**config.mk**
```make
export PLATFORM = sky130hd
export DESIGN_NAME = symbol_packer
export DESIGN_NICKNAME = d
export VERILOG_FILES = /design/src/rtl/qkd_tx_pkg.sv /design/src/rtl/sync_fifo.sv /design/src/rtl/symbol_packer.sv
export SDC_FILE = /design/constraint.sdc
export NUM_CORES = 1
export LEC_CHECK = 0
export ABC_AREA = 1
export CAP_MARGIN = 20
export CORE_ASPECT_RATIO = 0.6
export CORE_MARGIN = 4
export CORE_UTILIZATION = 35
export CTS_BUF_LIST = sky130_fd_sc_hd__clkbuf_2 sky130_fd_sc_hd__clkbuf_4 sky130_fd_sc_hd__clkbuf_8
export DETAILED_ROUTE_END_ITERATION = 6
export GPL_TIMING_DRIVEN = 0
export PLACE_DENSITY = 0.56
export SETUP_SLACK_MARGIN = 0.4
export SYNTH_ARGS = -nofsm -noshare
export SYNTH_HDL_FRONTEND = slang
export SYNTH_SLANG_ARGS = --single-unit
```
**constraint.sdc**
```tcl
create_clock -name clk -period 9.7 [get_ports clk]
set_input_delay 1.455 -clock clk [delete_from_list [all_inputs] [get_ports clk]]
set_output_delay 1.455 -clock clk [all_outputs]
set_load 0.02 [all_outputs]
```
**src/rtl/qkd_tx_pkg.sv**
```systemverilog
// Shared definitions for the transmitter data path.
//   - 3-bit symbol codes produced from the pulse generator's one-hot laser select
//   - bit positions of each laser inside the 6-bit one-hot word
//   - 32-bit logging word layout: ten 3-bit symbols in bits [29:0], 2-bit sequence tag in [31:30]
//   - encode_pulses(): one-hot laser select -> symbol code
package qkd_tx_pkg;

    localparam int PULSE_W       = 6;
    localparam int SYM_W         = 3;
    localparam int SYMS_PER_WORD = 10;
    localparam int WORD_W        = 32;
    localparam int SEQ_W         = 2;
    localparam int SEQ_LSB       = 30;

    // One-hot bit index of each laser in the pulse word
    localparam int BIT_SIG_R = 0;
    localparam int BIT_SIG_L = 1;
    localparam int BIT_SIG_H = 2;
    localparam int BIT_DEC_R = 3;
    localparam int BIT_DEC_L = 4;
    localparam int BIT_DEC_H = 5;

    // Symbol codes
    localparam logic [SYM_W-1:0] SYM_VAC     = 3'd0;
    localparam logic [SYM_W-1:0] SYM_SIG_R   = 3'd1;
    localparam logic [SYM_W-1:0] SYM_SIG_L   = 3'd2;
    localparam logic [SYM_W-1:0] SYM_SIG_H   = 3'd3;
    localparam logic [SYM_W-1:0] SYM_DEC_R   = 3'd4;
    localparam logic [SYM_W-1:0] SYM_DEC_L   = 3'd5;
    localparam logic [SYM_W-1:0] SYM_DEC_H   = 3'd6;
    localparam logic [SYM_W-1:0] SYM_INVALID = 3'd7;
    // Unused slots of a flushed word share the invalid code
    localparam logic [SYM_W-1:0] SYM_PAD     = 3'd7;

    // Anything that is neither all-zero nor exactly one-hot is reported as invalid
    function automatic logic [SYM_W-1:0] encode_pulses(input logic [PULSE_W-1:0] p);
        logic [SYM_W-1:0] c;
        c = SYM_INVALID;
        if (p == '0)                           c = SYM_VAC;
        else if (p == (6'd1 << BIT_SIG_R))     c = SYM_SIG_R;
        else if (p == (6'd1 << BIT_SIG_L))     c = SYM_SIG_L;
        else if (p == (6'd1 << BIT_SIG_H))     c = SYM_SIG_H;
        else if (p == (6'd1 << BIT_DEC_R))     c = SYM_DEC_R;
        else if (p == (6'd1 << BIT_DEC_L))     c = SYM_DEC_L;
        else if (p == (6'd1 << BIT_DEC_H))     c = SYM_DEC_H;
        return c;
    endfunction

endpackage

```
**src/rtl/sync_fifo.sv**
```systemverilog
// Single-clock show-ahead FIFO.
//   clk, reset_n : clock, asynchronous active-low reset (pointers/count only)
//   push, wdata  : write request and data; written only when push_ok
//   pop          : read request; ignored while empty
//   rdata        : head-of-FIFO word, valid in the same cycle as !empty (0 when empty)
//   empty        : no words stored
//   count        : words stored, 0..DEPTH
//   push_ok      : the push of this cycle is accepted (not full, or a pop frees a slot)
module sync_fifo #(
    parameter int WIDTH = 32,
    parameter int DEPTH = 16
) (
    input  logic                     clk,
    input  logic                     reset_n,
    input  logic                     push,
    input  logic [WIDTH-1:0]         wdata,
    input  logic                     pop,
    output logic [WIDTH-1:0]         rdata,
    output logic                     empty,
    output logic [$clog2(DEPTH):0]   count,
    output logic                     push_ok
);

    localparam int AW = $clog2(DEPTH);
    localparam logic [AW-1:0] PTR_ONE = 1;
    localparam logic [AW:0]   CNT_ONE = 1;
    localparam logic [AW:0]   CNT_MAX = DEPTH[AW:0];

    logic [WIDTH-1:0] mem [DEPTH];

    logic [AW-1:0] wr_ptr_q, wr_ptr_d;
    logic [AW-1:0] rd_ptr_q, rd_ptr_d;
    logic [AW:0]   count_q, count_d;
    logic          full;
    logic          pop_ok;

    assign empty   = (count_q == '0);
    assign full    = (count_q == CNT_MAX);
    assign pop_ok  = pop && !empty;
    // When full, a simultaneous pop frees the slot the push lands in
    assign push_ok = push && (!full || pop_ok);
    assign count   = count_q;
    // Gate the head word so the output reads zero after reset instead of stale RAM
    assign rdata   = empty ? '0 : mem[rd_ptr_q];

    always_comb begin
        wr_ptr_d = wr_ptr_q;
        rd_ptr_d = rd_ptr_q;
        count_d  = count_q;
        if (push_ok) wr_ptr_d = wr_ptr_q + PTR_ONE;
        if (pop_ok)  rd_ptr_d = rd_ptr_q + PTR_ONE;
        case ({push_ok, pop_ok})
            2'b10:   count_d = count_q + CNT_ONE;
            2'b01:   count_d = count_q - CNT_ONE;
            default: count_d = count_q;
        endcase
    end

    always_ff @(posedge clk or negedge reset_n) begin
        if (!reset_n) begin
            wr_ptr_q <= '0;
            rd_ptr_q <= '0;
            count_q  <= '0;
        end else begin
            wr_ptr_q <= wr_ptr_d;
            rd_ptr_q <= rd_ptr_d;
            count_q  <= count_d;
        end
    end

    // Storage has no reset so it can map onto RAM resources
    always_ff @(posedge clk) begin
        if (push_ok) mem[wr_ptr_q] <= wdata;
    end

endmodule

```
**src/rtl/symbol_packer.sv**
```systemverilog
// Encodes the pulse generator's one-hot laser select into 3-bit symbols, packs
// ten symbols plus a 2-bit sequence tag per 32-bit word and streams the words
// out of a small FIFO over a valid/ready interface.
//   clk, reset_n    : clock, asynchronous active-low reset
//   enable          : sample pulses on this edge
//   pulses          : one-hot laser select (all-zero = vacuum)
//   flush           : emit the partially filled word, padded with code 7
//   out_data/valid  : head-of-FIFO word / FIFO not empty
//   out_ready       : sink accepts the head word
//   overflow        : sticky, a completed word was dropped on a full FIFO
//   clear_overflow  : clears overflow (a drop on the same edge wins)
//   fill_level      : words currently buffered
module symbol_packer
    import qkd_tx_pkg::*;
#(
    parameter int FIFO_DEPTH = 16
) (
    input  logic                          clk,
    input  logic                          reset_n,
    input  logic                          enable,
    input  logic [PULSE_W-1:0]            pulses,
    input  logic                          flush,
    output logic [WORD_W-1:0]             out_data,
    output logic                          out_valid,
    input  logic                          out_ready,
    output logic                          overflow,
    input  logic                          clear_overflow,
    output logic [$clog2(FIFO_DEPTH):0]   fill_level
);

    localparam logic [3:0] LAST_SLOT = 4'(SYMS_PER_WORD - 1);

    logic [SYM_W-1:0] code;
    logic [SYMS_PER_WORD-1:0][SYM_W-1:0] slots_q, slots_d;
    logic [SYMS_PER_WORD-1:0][SYM_W-1:0] sampled_slots;
    logic [SYMS_PER_WORD-1:0][SYM_W-1:0] word_slots;
    logic [3:0]        cnt_q, cnt_d;
    logic [3:0]        fill_n;
    logic [SEQ_W-1:0]  seq_q, seq_d;
    logic              overflow_q, overflow_d;
    logic              complete;
    logic              do_flush;
    logic              word_push;
    logic              push_ok;
    logic              fifo_empty;
    logic              pop;
    logic [WORD_W-1:0] word;

    assign code = encode_pulses(pulses);

    // Number of symbols the word holds once this cycle's sample is counted
    assign fill_n    = cnt_q + {3'b000, enable};
    assign complete  = enable && (cnt_q == LAST_SLOT);
    // A flush on the completing edge adds nothing: the word goes out anyway
    assign do_flush  = flush && !complete && (fill_n != 4'd0);
    assign word_push = complete || do_flush;

    genvar gi;
    generate
        for (gi = 0; gi < SYMS_PER_WORD; gi++) begin : g_slot
            assign sampled_slots[gi] = (enable && (cnt_q == 4'(gi))) ? code : slots_q[gi];
            // Slots beyond the symbols collected so far only matter on a flush
            assign word_slots[gi]    = (4'(gi) < fill_n) ? sampled_slots[gi] : SYM_PAD;
        end
    endgenerate

    always_comb begin
        word = '0;
        word[SYMS_PER_WORD*SYM_W-1:0] = word_slots;
        word[SEQ_LSB +: SEQ_W]        = seq_q;
    end

    always_comb begin
        cnt_d      = cnt_q;
        slots_d    = slots_q;
        seq_d      = seq_q;
        overflow_d = overflow_q;
        if (word_push) begin
            // seq advances even on a drop so the loss shows up as a tag gap
            cnt_d   = 4'd0;
            slots_d = '0;
            seq_d   = seq_q + 2'd1;
        end else if (enable) begin
            cnt_d   = cnt_q + 4'd1;
            slots_d = sampled_slots;
        end
        if (word_push && !push_ok) overflow_d = 1'b1;
        else if (clear_overflow)   overflow_d = 1'b0;
    end

    always_ff @(posedge clk or negedge reset_n) begin
        if (!reset_n) begin
            cnt_q      <= '0;
            slots_q    <= '0;
            seq_q      <= '0;
            overflow_q <= 1'b0;
        end else begin
            cnt_q      <= cnt_d;
            slots_q    <= slots_d;
            seq_q      <= seq_d;
            overflow_q <= overflow_d;
        end
    end

    assign pop       = !fifo_empty && out_ready;
    assign out_valid = !fifo_empty;
    assign overflow  = overflow_q;

    sync_fifo #(
        .WIDTH (WORD_W),
        .DEPTH (FIFO_DEPTH)
    ) u_fifo (
        .clk     (clk),
        .reset_n (reset_n),
        .push    (word_push),
        .wdata   (word),
        .pop     (pop),
        .rdata   (out_data),
        .empty   (fifo_empty),
        .count   (fill_level),
        .push_ok (push_ok)
    );

endmodule

```
**Word-level counts from Yosys, hierarchy flattened**

Memories as Yosys holds them, arrays and structs flattened.
Cells that the tools add are included.

- Bits in registers: 50
- Memory bits (writable): 512
- Input bits: 12
- Output and inout port bits: 39
- Word-level logic and storage cells: 118
- Memories: 1

Memories:

| memory | depth | width | rd ports | clocked after memory_dff | wr ports | line | source |
|---|---|---|---|---|---|---|---|
| u_fifo.mem | 16 | 32 | 1 | 0 | 1 | sync_fifo.sv:29 | `logic [WIDTH-1:0] mem [DEPTH];` |

- Add/subtract/negate cells: 7
- Magnitude comparators: 10
- Equality and inequality tests: 18
- Muxes and demuxes: 37
- Reductions and logical operators: 29

Operators with widths:

| cell | count |
|---|---|
| two-way mux 3 bit | 24 |
| two-way mux 30 bit | 2 |
| two-way mux 32 bit | 1 |
| equality test 4 x 3 -> 1 bit (second input constant) | 4 |
| logical AND 1 bit | 16 |
| less-than comparator 3 x 4 -> 1 bit (first input constant) | 4 |
| adder 4 x 1 -> 4 bit (second input constant) | 3 |
| one-hot mux 5 bit (2 select lines) | 1 |
| equality test 4 x 2 -> 1 bit (second input constant) | 2 |
| equality test 4 bit (second input constant) | 2 |
| less-than comparator 1 x 4 -> 1 bit (first input constant) | 2 |
| less-than comparator 2 x 4 -> 1 bit (first input constant) | 2 |
| less-than comparator 4 bit (first input constant) | 2 |
| two-way mux 4 bit | 2 |
| equality test 6 x 1 -> 1 bit (second input constant) | 1 |
| equality test 6 x 2 -> 1 bit (second input constant) | 1 |
| equality test 6 x 3 -> 1 bit (second input constant) | 1 |
| equality test 6 x 4 -> 1 bit (second input constant) | 1 |
| equality test 6 x 5 -> 1 bit (second input constant) | 1 |
| equality test 6 bit (second input constant) | 1 |
| zero test 6 bit | 1 |
| nonzero test 2 bit | 3 |
| adder 5 x 1 -> 5 bit (second input constant) | 1 |
| equality test 5 bit (second input constant) | 1 |
| 13 further kinds | 22 |

**Logic depth before layout (Yosys ltp)**

Gate-level depths: netlist (run 1).

- Depth in word-level cells: 11
- Mapped depth: 21

**Cells and area by module**

Synthesis (run 1) repeated with hierarchy kept, for this count alone.

- Cell total of the unflattened synthesis: 2,070
- Area, all modules: 23,566.4 sq um

Modules (own cells, without submodules):

| module | instances | cells an instance | area each (sq um) |
|---|---|---|---|
| sync_fifo | 1 | 1,795 | 21,458.1 |
| symbol_packer | 1 | 275 | 2,108.3 |

**Worst setup path before layout (run 1)**

Ideal clock, no wire load.

- Path type: input -> register
- Start: in enable
- End: mem u_fifo.mem[0][0] (enable)
- Setup time: 0.421 ns
- Data arrival time: 4.133 ns
- Data required time: 9.279 ns
- Path slack: 5.146 ns
- Cell stages on the path: 12
- Path buffers: 0
- Path through: ha_1 > ha_1 > inv_1 > nand2_1 > nor2_8 > nand2_4 > nand2_8 > nand2_4 > nand2_2 > inv_4 > nand2_1 > nor2_1

- Cells in the longest elaborated chain, start to end: 8
- Elaborated cells on any way between the ends: 10
- Those cells by class: add/sub: 1; mux: 2; reduce/logical: 7

Ends and longest elaborated chain:

| item | line | source |
|---|---|---|
| start, declared | symbol_packer.sv:20 | `input logic enable,` |
| branches (longest 4 deep; another with adder 4 x 1 -> 4 bit) | -- |  |
| logical OR 1 bit * | symbol_packer.sv:56 | `assign word_push = complete \|\| do_flush;` |
| logical AND 1 bit * | sync_fifo.sv:41 | `assign push_ok = push && (!full \|\| pop_ok);` |
| two-way mux 1 bit * | sync_fifo.sv:73 | `if (push_ok) mem[wr_ptr_q] <= wdata;` |
| two-way mux 1 bit (not written as such) * | sync_fifo.sv:73 |  |
| end, declared | sync_fifo.sv:29 |  |

Mark *: on every way between the ends.

**Final worst setup path (run 1)**

- Start: reg u_fifo.rd_ptr_q[0]
- End: out out_data[3]

- Cells in the longest elaborated chain, start to end: 2

Ends and longest elaborated chain:

| item | line | source |
|---|---|---|
| start, declared | sync_fifo.sv:32 | `logic [AW-1:0] rd_ptr_q, rd_ptr_d;` |
| start signal, assigned | sync_fifo.sv:66 | `rd_ptr_q <= rd_ptr_d;` |
| memory read (16 x 32 bit) | -- |  |
| two-way mux 32 bit | sync_fifo.sv:44 | `assign rdata = empty ? '0 : mem[rd_ptr_q];` |
| end, declared | symbol_packer.sv:23 | `output logic [WORD_W-1:0] out_data,` |

Every way passes these cells.

==> impl_metrics.csv, run 1 <==
group,metric,value,unit
sta,clock_skew,0.0356,ns
worst_setup_path,r2r_end,"u_fifo.mem[0][16]$_DFFE_PP_",
floorplanning,core,63300,µm²
pwr,powerDensity,340,nW/µm²
global_routing,antenna_found_initial,4,
pwr,p_leak,8.17,nW
sta,slew_violations,0,
run_status,outcome,"complete, no violations",
synthesis,ys_seq_area_frac,0.734,
worst_setup_path,r2r_setup_slack,6.30,ns
floorplanning,ios,51,
sta,setup_violations,0,
synthesis,yosysWarningCount,0,
clock_network,cts_setup_buffers,0,
sta,rsz0062_at_grt,"no",
floorplanning,die_y,205,µm
synthesis,syn_inst,1758,
place,place.detailed.hpwl,48900,µm
job,cap_violations,0,
worst_setup_path,required,8.25,ns
synthesis,synth-simple-area-share,0.103,
final_layout,final_common_cell,"edfxtp_1",
synthesis,synth_adder_area_share,0.00718,
place,io_buffer_count,50,
synthesis,synth_top_family_by_area,"compound AO/OA/AOI/OAI gates",
place,place_congestion,0.843,
final_layout,syn_to_final_growth,16.4,%
sta,holdWs,0.526,ns
clock_network,clk_latency,0.67,ns
routing,routed_wl,74200,µm
synthesis,synth_nets,1783,
clock_network,cts_tree,"done",
synthesis,synth_flop_cell,"edfxtp_1",
synthesis,synth_edf_count,512,
floorplanning,die_x,336,µm
clock_network,clock_tree.buffer_depth,3,
global_routing,grt_start_max_net_pins,34,
clock_network,cts_made_buffers,85,
worst_setup_path,cp_data_arrival_time,4.21,ns
min_path,hp-start,"slots_q[29]$_DFFE_PN0P_",
floorplanning,start_util,0.357,
synthesis,muxShareOfSynthArea,0,
routing,via_count,15800,
worst_setup_path,crit_start,"u_fifo.rd_ptr_q[0]$_DFFE_PN0P_",
worst_setup_path,cp-end-kind,"output pin",
final_layout,final_cell_mix,"512 x edfxtp_1, 333 x nor2_1, 293 x o21ai_0",
routing,via_per_inst,5.62,
sta,fmax,176,MHz
clock_network,cts_resized,0,
worst_setup_path,crit_fanout,10,
routing,drt_iter0_drc,2352,
synthesis,netlist_area,22600,µm²
final_layout,fin_nets,1940,
sta,post-route-period-util,0.585,
worst_setup_path,critPathLaunchType,"flop",
routing,drc,0,
floorplanning,die_area,69000,µm²
routing,ant_nets,0,
sta,tns,0,ns
global_routing,track_usage,0.215,
sta,worstMarginPinSlew,1.12,ns
routing,dr.pass1.iters,5,
clock_network,clk_pin_slew,0.06,ns
min_path,min_path_type,"flop to flop",
synthesis,synth_area_per_cell,12.9,µm²
clock_network,htree_levels,3,
sta,fin_crit,5.67,ns
worst_setup_path,rr_worst_depth,13,
floorplanning,num_rows,71,
global_routing,grt_pass1_vias,15400,
global_routing,overflow,0,
synthesis,synth_top_area_cell,"edfxtp_1",
synthesis,synth.area.top_cells,"edfxtp_1 68%, o21ai_0 6.5%, nor2_1 5.8%, dfrtp_1 5.5%, o221ai_1 3.9%",
pwr,irDropWorstVdd,0.257,mV
synthesis,synth_compound_area_frac,0.123,
synthesis,ys_seq_elements,562,
sta,timing.max_slew.rel_slack,0.248,
final_layout,drive_gt1_frac,0.117,
min_path,whs_path_depth,2,
global_routing,grt_pass1_wl,106000,µm
synthesis,yosys.area.top_type_share,0.679,
synthesis,synthArstFlopShare,0.0890,
clock_network,cts-root-buf,"clkbuf_8",
worst_setup_path,critPathKind,"flop to output pin",
routing,post_drt_wl_per_cell,26.4,µm
synthesis,ys_types,37,
worst_setup_path,r2r-start,"cnt_q[0]$_DFFE_PN0P_",
clock_network,cts.sinks,562,
clock_network,cts_hold_buf,0,
sta,finalHoldViolations,0,
min_path,min_to,"slots_q[29]$_DFFE_PN0P_",
synthesis,synth-xor-area-share,0.00426,
worst max-delay path by stage:
stage          cells past startpoint                           to  slack (ns)
2_1_floorplan                     12   u_fifo.mem[0][0]$_DFFE_PP_        5.15
3_3_place_gp                      13  u_fifo.mem[0][19]$_DFFE_PP_        2.59
3_5_place_dp                      14  u_fifo.mem[0][18]$_DFFE_PP_        4.83
4_1_cts                            8                  out_data[1]        4.22
5_1_grt                            8                  out_data[3]        3.88
6_report                           8                  out_data[3]        4.03
state kept, by name (all words and copies together), names as in the netlist:
| register | cells |
|---|---|
| slots_q | 30 |
| u_fifo.wr_ptr_q | 4 |
| u_fifo.mem | 512 |
| u_fifo.count | 5 |
| seq_q | 2 |
| cnt_q | 4 |
| u_fifo.rd_ptr_q | 4 |
| overflow | 1 |
power breakdown:
group          internal (mW)  switching (mW)  total (mW)
Clock                   1.03           0.932        1.96
Combinational          0.983            2.75        3.74
Sequential              3.15           0.107        3.25
layer usage:
metal | global-route usage | wire length (µm) | vias to the layer above
met5 | 0.0206 | 215 | -
met4 | 0.0566 | 1680 | 4
met3 | 0.0807 | 9630 | 125
met2 | 0.304 | 31000 | 927
met1 | 0.308 | 31700 | 7918
li1 | - | - | 6857
final cells by class:
cell class                 instances  area, µm²
sequential                       562      16600
clock buffer                     119       1470
buffer                           113        472
tap                              839       1050
multi-input combinational       1043       5510
clock inverter                    28        189
antenna                            1       2.50
fill                            5840      37000
timing repair buffer              70        888
inverter                          40        155
Yosys cell counts (2+ instances only):
cell and instances:
edfxtp_1 512, nor2_1 349, o21ai_0 293, o221ai_1 100, nand2_1 96, clkbuf_1 74
nand3_1 63, dfrtp_1 50, a21oi_1 35, inv_1 33, o22ai_1 29, buf_2 23
o21ai_1 15, ha_1 13, buf_1 12, xor2_1 10, nand2_4 7, nand2_2 6
inv_2 4, nand4_1 4, nand4_2 4, nor3_1 4, buf_4 3, nand3_2 3
inv_4 2, nand3_4 2, o211ai_1 2
metrics by stage:
step / cell area (µm²) / std cells / power [mW] / worst slack (ns) / utilization
final: 26400 / 2815 / 8.95 / 4.03 / 0.416
after global routing: 26400 / 2815 / 9.36 / 3.88 / 0.416
after CTS: 26300 / 2813 / 8.90 / 4.22 / 0.416
after detailed placement: 24700 / 2666 / 6.96 / 4.83 / 0.390
after global placement: 24200 / 2647 / 6.84 / 2.59 / 0.382
after floorplan: 22600 / 1758 / 5.19 / 5.15 / -
critical path, cell delays in order, from the launching register on:
cell and delay [ns]:
dfrtp_1 0.57, inv_2 0.17, buf_2 0.30, clkbuf_1 0.61, o21ai_0 0.17, o221ai_1 0.33
nand3_1 0.20, a21oi_1 0.48, clkdlybuf4s50_1 0.71
cell families (layout without fill, tap and decap cells):
group / Yosys count / after routing
buffers and inverters: 153 / 370
AO/OA/AOI/OAI: 475 / 475
flip-flops: 562 / 562
AND/OR/NAND/NOR: 544 / 544
XOR/XNOR: 11 / 11
adder cells (fa/ha/maj): 13 / 13
other: 0 / 1
Note: power is estimated with default switching activity, not from simulation.
==> inputs of run 2 (changes only) <==
==> constraint.sdc (replaced) <==
create_clock -name clk -period 5.6 [get_ports clk]
set_input_delay 0.84 -clock clk [delete_from_list [all_inputs] [get_ports clk]]
set_output_delay 0.84 -clock clk [all_outputs]
set_load 0.02 [all_outputs]
==> run 2 against run 1 <==
  * Combinational power up 73%
  * Clock-buffer cell count is the same
  * Total power is 73% higher
  * Worst hold slack lost 0.37 ns
  * Via count is essentially flat
  * Register-to-register slack got worse by 4.1 ns
  * Design area barely moved
  * Non-clock buffer count is the same
  * Core utilization about the same
  * Cell count unchanged
  * Largest cell class unchanged
  * Largest power group unchanged
  * Highest routed layer unchanged
==> impl_metrics.csv, run 2 (synthesis gave the netlist of run 1 again) <==
group,metric,value,unit
sta,fmax,203,MHz
sta,timing.max_slew.rel_slack,0.240,
sta,slew_violations,0,
worst_setup_path,required,4.76,ns
global_routing,grt_pass1_vias,15400,
worst_setup_path,cp_data_arrival_time,4.09,ns
pwr,powerDensity,588,nW/µm²
place,place.detailed.hpwl,48900,µm
worst_setup_path,r2r-start,"cnt_q[0]$_DFFE_PN0P_",
worst_setup_path,critPathKind,"flop to output pin",
worst_setup_path,slowest_delay,0.74,ns
floorplanning,ios,51,
worst_setup_path,crit_fanout,10,
pwr,irDropWorstVdd,0.444,mV
worst_setup_path,crit_slowest_cell,"clkbuf_1",
clock_network,cts_resized,0,
place,place_congestion,0.843,
final_layout,syn_to_final_growth,16.4,%
worst_setup_path,rr_worst_depth,13,
floorplanning,start_util,0.357,
sta,fin_crit,4.93,ns
routing,routed_wl,74200,µm
place,io_buffer_count,50,
run_status,outcome,"complete, no violations",
clock_network,htree_levels,3,
routing,drc,0,
clock_network,cts_made_buffers,85,
final_layout,stdcell_area,26400,µm²
global_routing,grt_pass1_wl,106000,µm
clock_network,clk_pin_slew,0.06,ns
worst_setup_path,cp-end-kind,"output pin",
sta,clock_skew,0.0358,ns
clock_network,cts_setup_buffers,0,
final_layout,post-route-util,0.416,
routing,ant_nets,0,
job,cap_violations,0,
final_layout,drive_gt1_frac,0.117,
clock_network,clk_latency,0.67,ns
global_routing,antenna_found_initial,4,
worst_setup_path,crit_start,"u_fifo.rd_ptr_q[0]$_DFFE_PN0P_",
min_path,min_path_type,"input port to async pin",
worst_setup_path,critPathCapture,"out_data[31]",
floorplanning,num_rows,71,
routing,via_count,15800,
worst_setup_path,critPathLaunchType,"flop",
global_routing,grt_start_max_net_pins,34,
floorplanning,die_x,336,µm
sta,rsz0062_at_grt,"no",
sta,fin_ws,0.673,ns
clock_network,cts_tree,"done",
worst_setup_path,r2r_end,"u_fifo.mem[0][16]$_DFFE_PP_",
clock_network,cts.sinks,562,
routing,dr.pass1.iters,6,
final_layout,largest_reg_flops,512,
sta,setup_violations,0,
final_layout,final_common_cell,"edfxtp_1",
place,dp_slack,1.34,ns
pwr,power,15.5,mW
floorplanning,die_y,205,µm
global_routing,overflow,0,
floorplanning,die_area,69000,µm²
worst_setup_path,crit_path_cell_trace,"inv_2 > buf_2 > clkbuf_1 > nor2_1 > o221ai_1 > nand3_1 > a21oi_1 > clkdlybuf4s50_1",
clock_network,cts_hold_buf,0,
final_layout,final_cell_mix,"512 x edfxtp_1, 333 x nor2_1, 293 x o21ai_0",
final_layout,n_fill_cell,5839,
clock_network,cts-root-buf,"clkbuf_8",
pwr,p_leak,8.17,nW
routing,drt_iter0_drc,2352,
final_layout,largest-register,"u_fifo.mem",
floorplanning,core,63300,µm²
sta,worstMarginPinSlew,1.14,ns
final_layout,fin_nets,1940,
global_routing,track_usage,0.215,
clock_network,clock_tree.buffer_depth,3,
place,place_area,24700,µm²
sta,post-route-period-util,0.880,
routing,post_drt_wl_per_cell,26.4,µm
worst_setup_path,r2r_setup_slack,2.21,ns
routing,via_per_inst,5.62,
sta,finalHoldViolations,0,
## run 2: cell counts in the layout (fill, tap and decap cells not counted)
No cell type changed its count.
## run 2: how the worst min path moves through the flow
stage	from	to	slack, ns	depth (start not counted)
floorplan	slots_q[27]$_DFFE_PN0P_	slots_q[27]$_DFFE_PN0P_	0.47	2
CTS	reset_n	u_fifo.count[1]$_DFFE_PN0P_	0.13	1
global placement	slots_q[27]$_DFFE_PN0P_	slots_q[27]$_DFFE_PN0P_	0.49	2
global route	reset_n	cnt_q[3]$_DFFE_PN0P_	0.16	1
detailed placement	slots_q[27]$_DFFE_PN0P_	slots_q[27]$_DFFE_PN0P_	0.51	2
finish	reset_n	u_fifo.count[3]$_DFFE_PN0P_	0.15	1
## run 2: critical path, delay by kind of cell (launching register included)
kind	cells	cell delay, ns
simple gates	2	0.26
compound gates	2	0.69
buf+inv	4	1.86
flops	1	0.57
## run 2: final cells by class
| class | instances | area [µm²] | share of cell area |
|---|---|---|---|
| Clock buffer | 119 | 1470 | 0.0557 |
| Inverter | 40 | 155 | 0.00589 |
| Tap cell | 839 | 1050 | 0.0398 |
| Multi-Input combinational cell | 1043 | 5510 | 0.209 |
| Buffer | 113 | 473 | 0.0179 |
| Antenna cell | 1 | 2.50 | 0.0000949 |
| Sequential cell | 562 | 16600 | 0.631 |
| Timing Repair Buffer | 70 | 888 | 0.0337 |
| Clock inverter | 28 | 189 | 0.00717 |
## run 2: power breakdown
group          switching, mW  total, mW  internal (mW)
Clock                   1.61       3.40           1.78
Sequential             0.185       5.63           5.45
Combinational           4.77       6.48           1.70
Total                   6.57       15.5           8.93
## run 2: per-layer routing
metal / GRT usage / routed length [µm] / part of all wire / up-vias
li1: - / - / - / 6858
met1: 0.308 / 31800 / 0.43 / 7926
met2: 0.304 / 31000 / 0.42 / 907
met3: 0.0807 / 9550 / 0.13 / 127
met4: 0.0566 / 1710 / 0.023 / 4
met5: 0.0206 / 215 / 0.0029 / -
## run 2: through the flow
stage	std cells	TNS, ns	hold slack, ns
4_1_cts	2813	0	0.133
2_1_floorplan	1758	0	0.472
6_report	2815	0	0.153
3_3_place_gp	2647	-334.39	0.491
5_1_grt	2815	0	0.158
3_5_place_dp	2666	0	0.508
